File: src/rtl/sio_pkg.sv
// ---------------------------------------------------------------------------
// sio_pkg
// Shared definitions for the SIO link receive/transmit blocks.
//   CRC16_POLY : CRC-16 polynomial x^16+x^15+x^2+1 (normal form, 16'h8005)
//   CRC16_INIT : CRC register value at the start of every frame
//   state_t    : deframer FSM state encoding (IDLE, BODY, CHECK)
// ---------------------------------------------------------------------------
package sio_pkg;

    localparam logic [15:0] CRC16_POLY = 16'h8005;
    localparam logic [15:0] CRC16_INIT = 16'hFFFF;

    typedef enum logic [1:0] {
        IDLE  = 2'd0,
        BODY  = 2'd1,
        CHECK = 2'd2
    } state_t;

endpackage

File: src/rtl/sio_deframer_crc16_nw.sv
// ---------------------------------------------------------------------------
// crc16_nw
// Combinational CRC-16 step over an NW-bit nibble; d[0] is folded in first.
// Shared between the SIO deframer (receive) and framer (transmit).
// Ports:
//   crc_in  [15:0]   : CRC register before this nibble
//   d       [NW-1:0] : nibble, bit 0 earliest on the wire
//   crc_out [15:0]   : CRC register after folding in all NW bits
// ---------------------------------------------------------------------------
module crc16_nw
    import sio_pkg::*;
#(
    parameter int NW = 4
) (
    input  logic [15:0]   crc_in,
    input  logic [NW-1:0] d,
    output logic [15:0]   crc_out
);

    logic [15:0] acc;

    always_comb begin
        acc = crc_in;
        for (int i = 0; i < NW; i++) begin
            if (acc[15] ^ d[i]) begin
                acc = {acc[14:0], 1'b0} ^ CRC16_POLY;
            end else begin
                acc = {acc[14:0], 1'b0};
            end
        end
        crc_out = acc;
    end

endmodule

File: src/rtl/sio_deframer.sv
// ---------------------------------------------------------------------------
// sio_deframer
// Receive-side deframer for the SIO serial link. Finds the start nibble
// (all zeros), assembles payload and stream fields LSB first, checks the
// CRC-16 carried in the trailing 16 bits and presents the frame with a
// one-cycle valid strobe.
//
// Frame on the wire (one nibble per accepted ce):
//   start (d == 0) | PBITS payload | SBITS stream | 16-bit CRC, all LSB first
// The top SNC stream bits are not covered by the CRC; the start nibble is
// not covered either.
//
// Handshake: ce is a qualifier with no backpressure; a nibble is consumed
// on every rising c edge where ce is high, and nothing moves while ce is
// low. valid is a one-cycle strobe with no ready; payload, stream and
// crc_ok belong to that strobe and hold until the next one.
//
// Ports:
//   c        : link clock
//   rn       : asynchronous active-low reset
//   ce       : nibble valid
//   d        : received nibble
//   errclr   : synchronous clear of errcnt
//   valid    : frame complete strobe
//   crc_ok   : CRC check result, qualified by valid
//   payload  : last frame payload, bit 0 first received
//   stream   : last frame stream bits
//   errcnt   : CRC error count
//   dbg_state: current FSM state, for observation only
//
// Build option: define SIO_DEFRAMER_ERRCNT_EN to build the saturating CRC
// error counter; otherwise errcnt is tied to zero and errclr is ignored.
// ---------------------------------------------------------------------------
module sio_deframer
    import sio_pkg::*;
#(
    parameter int NW    = 4,
    parameter int PBITS = 80,
    parameter int SBITS = 16,
    parameter int SNC   = 4
) (
    input  logic             c,
    input  logic             rn,
    input  logic             ce,
    input  logic [NW-1:0]    d,
    input  logic             errclr,
    output logic             valid,
    output logic             crc_ok,
    output logic [PBITS-1:0] payload,
    output logic [SBITS-1:0] stream,
    output logic [15:0]      errcnt,
    output state_t           dbg_state
);

    localparam int TOT     = PBITS + SBITS;
    localparam int FRAME_N = TOT / NW;
    localparam int CRC_N   = 16 / NW;
    localparam int CW      = $clog2(FRAME_N + 1);

    localparam logic [CW-1:0] BODY_LAST  = CW'(FRAME_N - 1);
    localparam logic [CW-1:0] CHECK_LAST = CW'(CRC_N - 1);
    // Body nibbles with an index below this are folded into the CRC.
    localparam logic [CW-1:0] CRC_STOP   = CW'((TOT - SNC) / NW);

    state_t           state_q, state_d;
    logic [CW-1:0]    cnt_q;
    logic [15:0]      crc_q, crc_next;
    logic [15:0]      rx_q, rx_next;
    logic [TOT-1:0]   sh_q, sh_next;
    logic             take_start, take_body, take_crc;
    logic             body_last, frame_done;

    // Shifting in at the MSB end leaves the first received bit at bit 0.
    logic [TOT+NW-1:0] sh_wide;
    logic [15+NW:0]    rx_wide;
    assign sh_wide = {d, sh_q};
    assign rx_wide = {d, rx_q};
    assign sh_next = sh_wide[TOT+NW-1:NW];
    assign rx_next = rx_wide[15+NW:NW];

    crc16_nw #(.NW(NW)) u_crc (
        .crc_in  (crc_q),
        .d       (d),
        .crc_out (crc_next)
    );

    always_comb begin
        state_d    = state_q;
        take_start = 1'b0;
        take_body  = 1'b0;
        take_crc   = 1'b0;
        body_last  = 1'b0;
        frame_done = 1'b0;
        unique case (state_q)
            IDLE: begin
                if (ce && (d == '0)) begin
                    take_start = 1'b1;
                    state_d    = BODY;
                end
            end
            BODY: begin
                if (ce) begin
                    take_body = 1'b1;
                    if (cnt_q == BODY_LAST) begin
                        body_last = 1'b1;
                        state_d   = CHECK;
                    end
                end
            end
            CHECK: begin
                if (ce) begin
                    take_crc = 1'b1;
                    if (cnt_q == CHECK_LAST) begin
                        frame_done = 1'b1;
                        state_d    = IDLE;
                    end
                end
            end
            default: state_d = IDLE;
        endcase
    end

    always_ff @(posedge c or negedge rn) begin
        if (!rn) begin
            state_q <= IDLE;
            cnt_q   <= '0;
            crc_q   <= CRC16_INIT;
            rx_q    <= '0;
            sh_q    <= '0;
            valid   <= 1'b0;
            crc_ok  <= 1'b0;
            payload <= '0;
            stream  <= '0;
        end else begin
            state_q <= state_d;
            valid   <= frame_done;
            if (take_start) begin
                cnt_q <= '0;
                crc_q <= CRC16_INIT;
            end
            if (take_body) begin
                sh_q  <= sh_next;
                cnt_q <= body_last ? '0 : cnt_q + CW'(1);
                if (cnt_q < CRC_STOP) begin
                    crc_q <= crc_next;
                end
            end
            if (take_crc) begin
                rx_q  <= rx_next;
                cnt_q <= cnt_q + CW'(1);
            end
            if (frame_done) begin
                crc_ok  <= (rx_next == crc_q);
                payload <= sh_q[PBITS-1:0];
                stream  <= sh_q[TOT-1:PBITS];
            end
        end
    end

    assign dbg_state = state_q;

`ifdef SIO_DEFRAMER_ERRCNT_EN
    logic [15:0] errcnt_q;

    always_ff @(posedge c or negedge rn) begin
        if (!rn) begin
            errcnt_q <= '0;
        end else if (errclr) begin
            errcnt_q <= '0;
        end else if (valid && !crc_ok && (errcnt_q != 16'hFFFF)) begin
            errcnt_q <= errcnt_q + 16'd1;
        end
    end

    assign errcnt = errcnt_q;
`else
    logic unused_errclr;
    assign unused_errclr = errclr;
    assign errcnt        = '0;
`endif

endmodule

File: config.mk
export PLATFORM = sky130hd
export DESIGN_NAME = sio_deframer
export DESIGN_NICKNAME = d
export VERILOG_FILES = /design/src/rtl/sio_pkg.sv /design/src/rtl/sio_deframer_crc16_nw.sv /design/src/rtl/sio_deframer.sv
export SDC_FILE = /design/constraint.sdc
export NUM_CORES = 1
export LEC_CHECK = 0
export ABC_AREA = 1
export ABC_CLOCK_PERIOD_IN_PS = 3700
export CORE_ASPECT_RATIO = 1.75
export CORE_MARGIN = 2
export CORE_UTILIZATION = 40
export CTS_CLUSTER_DIAMETER = 100
export CTS_CLUSTER_SIZE = 40
export DETAILED_ROUTE_END_ITERATION = 8
export HOLD_SLACK_MARGIN = 0.12
export PLACE_DENSITY_LB_ADDON = 0.2
export SLEW_MARGIN = 10
export SYNTH_ARGS = -nofsm -noshare
export SYNTH_HDL_FRONTEND = slang
export SYNTH_SLANG_ARGS = --single-unit
File: constraint.sdc
create_clock -name c -period 3.7 [get_ports c]
set_input_delay 0.74 -clock c [delete_from_list [all_inputs] [get_ports c]]
set_output_delay 0.74 -clock c [all_outputs]
set_load 0.005 [all_outputs]
==> results of run 1 <==
## report_power, final
part / internal (uW) / switching [uW]
Sequential: 2830 / 191
Clock: 461 / 746
Combinational: 339 / 661
## critical path, cell delays in order
cell	delay [ns]
clkdlybuf4s50_1	0.67
nand3_1	0.14
nor3_2	0.23
nand2_4	0.32
buf_12	0.31
buf_12	0.21
nand2_1	0.07
o21ai_1	0.06
## logic make-up after synthesis
group / after synthesis / synth area share
flops: 229 / 0.6291
other cells: 1 / 0.0004102
xor+xnor: 14 / 0.01341
buf+inv: 198 / 0.09581
compound gates: 223 / 0.1262
fa+ha+maj: 1 / 0.001369
simple gates: 300 / 0.1326
mux: 1 / 0.001095
## through the flow
step	setup slack, ns	hold slack (ns)	total power [uW]	instance area, sq um
2_1_floorplan	2.105	0.4422	3788	9198
6_report	1.303	0.2471	5227	10670
5_1_grt	1.100	0.2970	5569	10670
3_3_place_gp	0.7797	0.4529	4055	10420
3_5_place_dp	0.7423	0.4578	4082	10420
4_1_cts	1.267	0.2928	5315	10670
## cell usage in the layout (no fill, tap or decap), types with 2 or more instances in the layout
master             n
nand3_2            3
dfstp_2           16
nor3_1             3
nand4_1            2
nand2_2            2
conb_1            16
clkbuf_1           2
clkbuf_16          9
o21ai_1           92
o21ai_0          113
a21oi_1            5
nand3_1           16
o22ai_1            3
buf_4              5
buf_12             4
dfrtp_1          213
nor2_1            15
inv_1            130
inv_2              7
a22oi_1            6
nand2_1          251
xnor2_1            7
clkdlybuf4s50_1  105
a32oi_1            3
nor3_2             3
xor2_1             7
## area by class of cell
cell class,instances,area (sq um)
fill,2258,11900
sequential,229,5751
multi-input combinational,555,2592
timing repair buffer,115,1184
inverter,137,514.2
tap,300,375.4
clock buffer,11,232.7
clock inverter,1,16.27
## registers in the layout, summed over array words and instances (netlist names)
register   flops
cnt_q          5
crc_ok         1
crc_q         16
dbg_state      2
payload       80
rx_q          12
sh_q          96
stream        16
valid          1
## layer usage
layer | vias to the layer above | part of all wire | GRT usage | routed length, um
li1 | 3155 | - | - | -
met4 | 0 | 0.025 | 0.05293 | 456
met3 | 25 | 0.040 | 0.02344 | 738
met5 | - | 0 | 0 | 0
met1 | 2921 | 0.43 | 0.1975 | 7854
met2 | 104 | 0.51 | 0.2739 | 9367
## worst paths after layout
kind                            slack [ns]     start           to
worst max-delay path                  1.30        ce  payload[14]
worst min register to register        0.48   sh_q[2]   payload[2]
worst max register to register        1.63  cnt_q[0]  payload[14]
max in group asynchronous             2.52        rn     sh_q[22]
worst min-delay path                  0.25        rn    stream[8]
min in group c                        0.48   sh_q[2]   payload[2]
==> flow_summary.rst, run 1 <==
.. list-table::
   :header-rows: 1

   * - Metric
     - Value
   * - Synthesized area
     - ~9100 sq um
   * - # IOs
     - 124
   * - Fraction of synthesized cell area taken by the top area cell type
     - 0.5831
   * - Dominant cells by area after synthesis
     - dfrtp_1 58%, nand2_1 10%, o21ai_0 6.2%, inv_1 5.3%, o21ai_1 5.0%
   * - Number of failing setup endpoints in the final timing report
     - 0
   * - Area of the die
     - 24130 sq um
   * - Slew @ Worst Pin
     - 0.7542 ns
   * - Sequential element share of the synthesized area
     - 0.6291
   * - Number of port buffers
     - roughly 110
   * - Maximum fanout encountered on the critical timing path
     - 63
   * - Antenna violations before repair
     - 0
   * - Nets
     - ~1.1k
   * - Worst Setup Path Type
     - input port to flip-flop
   * - Routability Congestion
     - 0.7968
   * - Count of unresolved DRC violations after routing
     - 0
   * - Count of max-cap constraint violations
     - 0
   * - RSZ-0062 raised after global routing
     - no
   * - Commonest cells post-synth
     - 252 x nand2_1, 213 x dfrtp_1, 130 x inv_1
   * - Total setup buffers inserted after CTS
     - 0
   * - Width of the die
     - 118.3 um
   * - Effective utilization at floorplan
     - 0.4052
   * - Arrival time reported for the critical path endpoint
     - ~2.8 ns
   * - Power Density
     - 490.1 nW/um^2
   * - First-pass iteration count of the detailed router
     - 4
   * - Status
     - completed
   * - Antenna violation net count after detailed routing
     - 0
   * - Maximum number of pins on one net before global-route repair
     - slightly below 100
   * - Clk Tree Root Cell
     - clkbuf_16
   * - Cts repair resizes
     - 0
   * - Number of hold violations in the final report
     - 0
   * - TritonCTS Buffers
     - 9
   * - Worst slew margin relative to its limit
     - 0.4972
   * - Proportion of layout cells with a drive suffix above 1
     - 0.05344
   * - Depth of the CTS H-tree
     - 1
   * - Worst Reg-to-Reg Cells
     - 8
   * - Class of the tightest hold or removal check
     - input port to async pin
   * - Post-layout minimum cycle time
     - ~2.4 ns
   * - Primary flip-flop cell chosen by synthesis mapping
     - dfrtp_1
   * - Cells after Synth
     - 967
   * - Number of distinct library cells after synthesis
     - 32
   * - Routed wire length
     - 18420 um
   * - Startpoint kind of the worst setup timing path
     - input port
   * - Post-synthesis register bit count
     - 229
   * - Maximum frequency from static timing analysis
     - 417.2 MHz
   * - Count of placed standard cells in the final layout, fillers left out
     - 1348
   * - Syn. warnings
     - 0
   * - Most common cell in the netlist
     - nand2_1
   * - Total global routing track utilization
     - 0.1564
   * - Number of global-route vias before repair
     - about 6.0k
   * - Setup tns final
     - 0 ns
   * - Layout Utilization
     - 0.4727
   * - Global-route wire length before repair
     - 30730 um
   * - Average routed wire per standard cell
     - 13.66 um
   * - Estimated wirelength of the detail-placed design
     - 12620 um
   * - Asr flop ratio synth
     - 1.000
   * - Number of synthesized flops with an enable pin
     - 0
   * - Worst Skew
     - 0.02189 ns
   * - Overflow left after global routing
     - 0
   * - DR iter-0 viols
     - approximately 300
   * - Worst VDD drop
     - 406.3 uV
   * - Number of buffers on the longest clock path
     - 3
   * - Clk sink count
     - 229
   * - Required time at the endpoint of the critical path
     - 4.08 ns
   * - Core Region
     - 22560 sq um
   * - TritonCTS clock tree
     - done
   * - Period Utilization, post-route
     - 0.6479
   * - Number of max-slew violations in the final report
     - 0
   * - Height of the chip
     - slightly above 200 um
   * - Syn Area/Cell
     - 9.453 sq um
   * - Antenna fix cells
     - 0
   * - Placed Cells incl. Taps
     - around 1.3k
   * - Worst Setup End Kind
     - flip-flop
   * - CTS clock-pin slew for the worst setup and hold paths
     - 0.14 ns
   * - Leakage Power
     - 0.004684 uW
   * - Clock latency reported for the late side of the worst-skew pair
     - 0.48 ns
   * - Via density
     - 4.603
   * - Post-CTS Hold Buffers
     - 0
   * - Cell accounting for the most synthesized area
     - dfrtp_1
   * - Synthesis-to-finish area growth
     - 16.67%
   * - Routed via count
     - 6205
   * - Standard-cell rows
     - between 70 and 80
Note: power is estimated with default switching activity, not from simulation.
==> run 2: changes to the inputs <==
--- a/config.mk
+++ b/config.mk
@@ -6,7 +6,7 @@
 export NUM_CORES = 1
 export LEC_CHECK = 0
 export ABC_AREA = 1
-export ABC_CLOCK_PERIOD_IN_PS = 3700
+export ABC_CLOCK_PERIOD_IN_PS = 2100
 export CORE_ASPECT_RATIO = 1.75
 export CORE_MARGIN = 2
 export CORE_UTILIZATION = 40
==> constraint.sdc (replaced) <==
create_clock -name c -period 2.1 [get_ports c]
set_input_delay 0.42 -clock c [delete_from_list [all_inputs] [get_ports c]]
set_output_delay 0.42 -clock c [all_outputs]
set_load 0.005 [all_outputs]
==> flow_summary.rst, run 2 (synthesis gave the netlist of run 1 again) <==
.. list-table::
   :header-rows: 1

   * - Metric
     - Value
   * - Total setup buffers inserted after CTS
     - 0
   * - NetSw
     - approximately 2900 uW
   * - Area of the die
     - 24130 sq um
   * - Width of the die
     - between 100 and 150 um
   * - Core Region
     - 22560 sq um
   * - Height of the chip
     - 204.0 um
   * - # IOs
     - roughly 120
   * - Worst Reg-to-Reg Cells
     - 7
   * - Total global routing track utilization
     - 0.1553
   * - Post-layout minimum cycle time
     - 1.848 ns
   * - Proportion of layout cells with a drive suffix above 1
     - 0.06679
   * - Cell Chain, Critical Path
     - clkdlybuf4s50_1
   * - Routed via count
     - 6276
   * - Nets
     - roughly 1.1k
   * - Status
     - completed
   * - Most frequent cells in the layout
     - 251 x nand2_1, 213 x dfrtp_1, 130 x inv_1
   * - Fillcell total
     - about 2.2k
   * - Number of global-route vias before repair
     - 6025
   * - Arrival time reported for the critical path endpoint
     - ~1.4 ns
   * - Leakage Power
     - 0.004790 uW
   * - Largest registers ranked by flip-flop count
     - sh_q x96, payload x80
   * - Worst Setup Path Type
     - flip-flop to output port
   * - Antenna violation net count after detailed routing
     - 0
   * - Antenna fix cells
     - 0
   * - Setup slack of the most critical reg-to-reg path
     - 0.38 ns
   * - Routed wire length
     - 18630 um
   * - Number of failing setup endpoints in the final timing report
     - 0
   * - Maximum fanout encountered on the critical timing path
     - 2
   * - Number of hold violations in the final report
     - 0
   * - Via density
     - 4.605
   * - Count of max-cap constraint violations
     - 0
   * - Worst Skew
     - 0.01302 ns
   * - Reg2reg start
     - cnt_q[0]
   * - Register share of total power
     - 0.570
   * - Routability Congestion
     - 0.8353
   * - Critical path buffers and inverters
     - 1
   * - Largest register FFs
     - 96
   * - Clk sink count
     - between 200 and 250
   * - Comb pwr share
     - 0.202
   * - Worst Setup End Kind
     - output port
   * - Depth of the CTS H-tree
     - 1
   * - Clock latency reported for the late side of the worst-skew pair
     - 0.48 ns
   * - Clk Tree Root Cell
     - clkbuf_16
   * - CP delay by family, top
     - buffers and inverters
   * - TritonCTS Buffers
     - 9
   * - CTS clock-pin slew for the worst setup and hold paths
     - around 0.14 ns
   * - Cts repair resizes
     - 0
   * - TritonCTS clock tree
     - done
   * - Startpoint kind of the worst setup timing path
     - flip-flop
   * - Slowest cell on crit path
     - clkdlybuf4s50_1
   * - Number of max-slew violations in the final report
     - 0
   * - Worst setup timing slack at the placement stage
     - between 0.03 and 0.04 ns
   * - Power share of the clock group
     - 0.228
   * - Setup tns final
     - 0 ns
   * - Global-route wire length before repair
     - 30620 um
   * - Minimum hold slack
     - 0.4486 ns
   * - Worst VDD drop
     - 684.8 uV
   * - Maximum number of pins on one net before global-route repair
     - 111
   * - Power Density
     - 860.7 nW/um^2
   * - Number of port buffers
     - 106
   * - Design Area, Final
     - 10860 sq um
   * - Required time at the endpoint of the critical path
     - 1.68 ns
   * - Synthesis-to-finish area growth
     - 18.85%
   * - Most common library cell in the layout ignoring fill and taps
     - nand2_1
   * - DR iter-0 viols
     - 393
   * - Maximum frequency from static timing analysis
     - 541.2 MHz
   * - Effective utilization at floorplan
     - 0.4052
   * - Number of buffers on the longest clock path
     - 3
   * - Worst path setup slack after routing
     - between 0.2 and 0.3 ns
   * - Largest register by flop count
     - sh_q
   * - Placed standard-cell area
     - 10610 sq um
   * - First-pass iteration count of the detailed router
     - 4
   * - Average routed wire per standard cell
     - 13.67 um
   * - Count of unresolved DRC violations after routing
     - 0
   * - Estimated wirelength of the detail-placed design
     - 12810 um
   * - Period Utilization, post-route
     - 0.8799
   * - Crit-path max cell delay
     - 0.58 ns
   * - RSZ-0062 raised after global routing
     - no
   * - Power Internal
     - 6486 uW
   * - Overflow left after global routing
     - 0
   * - Standard-cell rows
     - 73
   * - Class of the tightest hold or removal check
     - input port to async pin
   * - Sw Share
     - 0.3064
   * - Antenna violations before repair
     - 0
   * - Worst reg2reg path endpoint
     - payload[74]
## run 2: cell types whose count changed in the layout (fill, tap and decap cells not counted), sizes merged
| cell | before | now |
|---|---|---|
| buf | 10 | 24 |
| clkbuf | 11 | 10 |
| dlygate4sd3 | 0 | 1 |
| clkinvlp | 0 | 1 |
## run 2: repair_timing
action	CTS	global route
hold buffers	1	0
setup endpoints to repair	0	0
hold endpoints to repair	44	0
## run 2: power by group through the flow
stage | clock, uW | combinational, uW | sequential, uW
floorplan | 0 | 1350 | 5320
global placement | 0 | 1880 | 5400
detailed placement | 0 | 1920 | 5410
CTS | 2240 | 1930 | 5330
global route | 2380 | 2180 | 5400
finish | 2130 | 1890 | 5330
## run 2: worst register-to-register path, delay by kind of cell (launching register included)
family                   cells  cell delay [ns]
AO/OA/AOI/OAI                1             0.07
adder cells (fa/ha/maj)      1             0.22
buffers and inverters        1             0.22
flip-flops                   1             0.42
AND/OR/NAND/NOR              4             0.66
## run 2: per-stage QoR
stage,power [uW],utilization,std cells
6_report,9351,0.4816,1363
5_1_grt,9953,0.4816,1363
4_1_cts,9493,0.4816,1363
3_5_place_dp,7331,0.4702,1350
3_3_place_gp,7276,0.4702,1350
2_1_floorplan,6674,-,982
## run 2: per-layer routing
metal	vias to the layer above	global-route usage	routed length, um
li1	3178	-	-
met2	100	0.2746	9414
met1	2977	0.1959	8034
met5	-	0	0
met4	0	0.04346	388
met3	21	0.02567	789
## run 2: worst max-delay path by stage
stage               slack (ns)  startpoint  cells after the start         end
global route              0.17  payload[8]                      1  payload[8]
detailed placement        0.03        d[1]                     12   crc_q[15]
CTS                       0.23  stream[15]                      1  stream[15]
finish                    0.25  stream[15]                      1  stream[15]
global placement          0.05        d[1]                     12   crc_q[15]
floorplan                 0.72    cnt_q[0]                      8    cnt_q[3]
## run 2: layout make-up
cell class / count / area (sq um) / area share
Sequential cell: 229 / 5751 / 0.5293
Timing Repair Buffer: 130 / 1386 / 0.1276
Multi-Input combinational cell: 555 / 2592 / 0.2386
Clock inverter: 2 / 16.27 / 0.001497
Tap cell: 300 / 375.4 / 0.03455
Clock buffer: 10 / 229.0 / 0.02108
Inverter: 137 / 514.2 / 0.04733
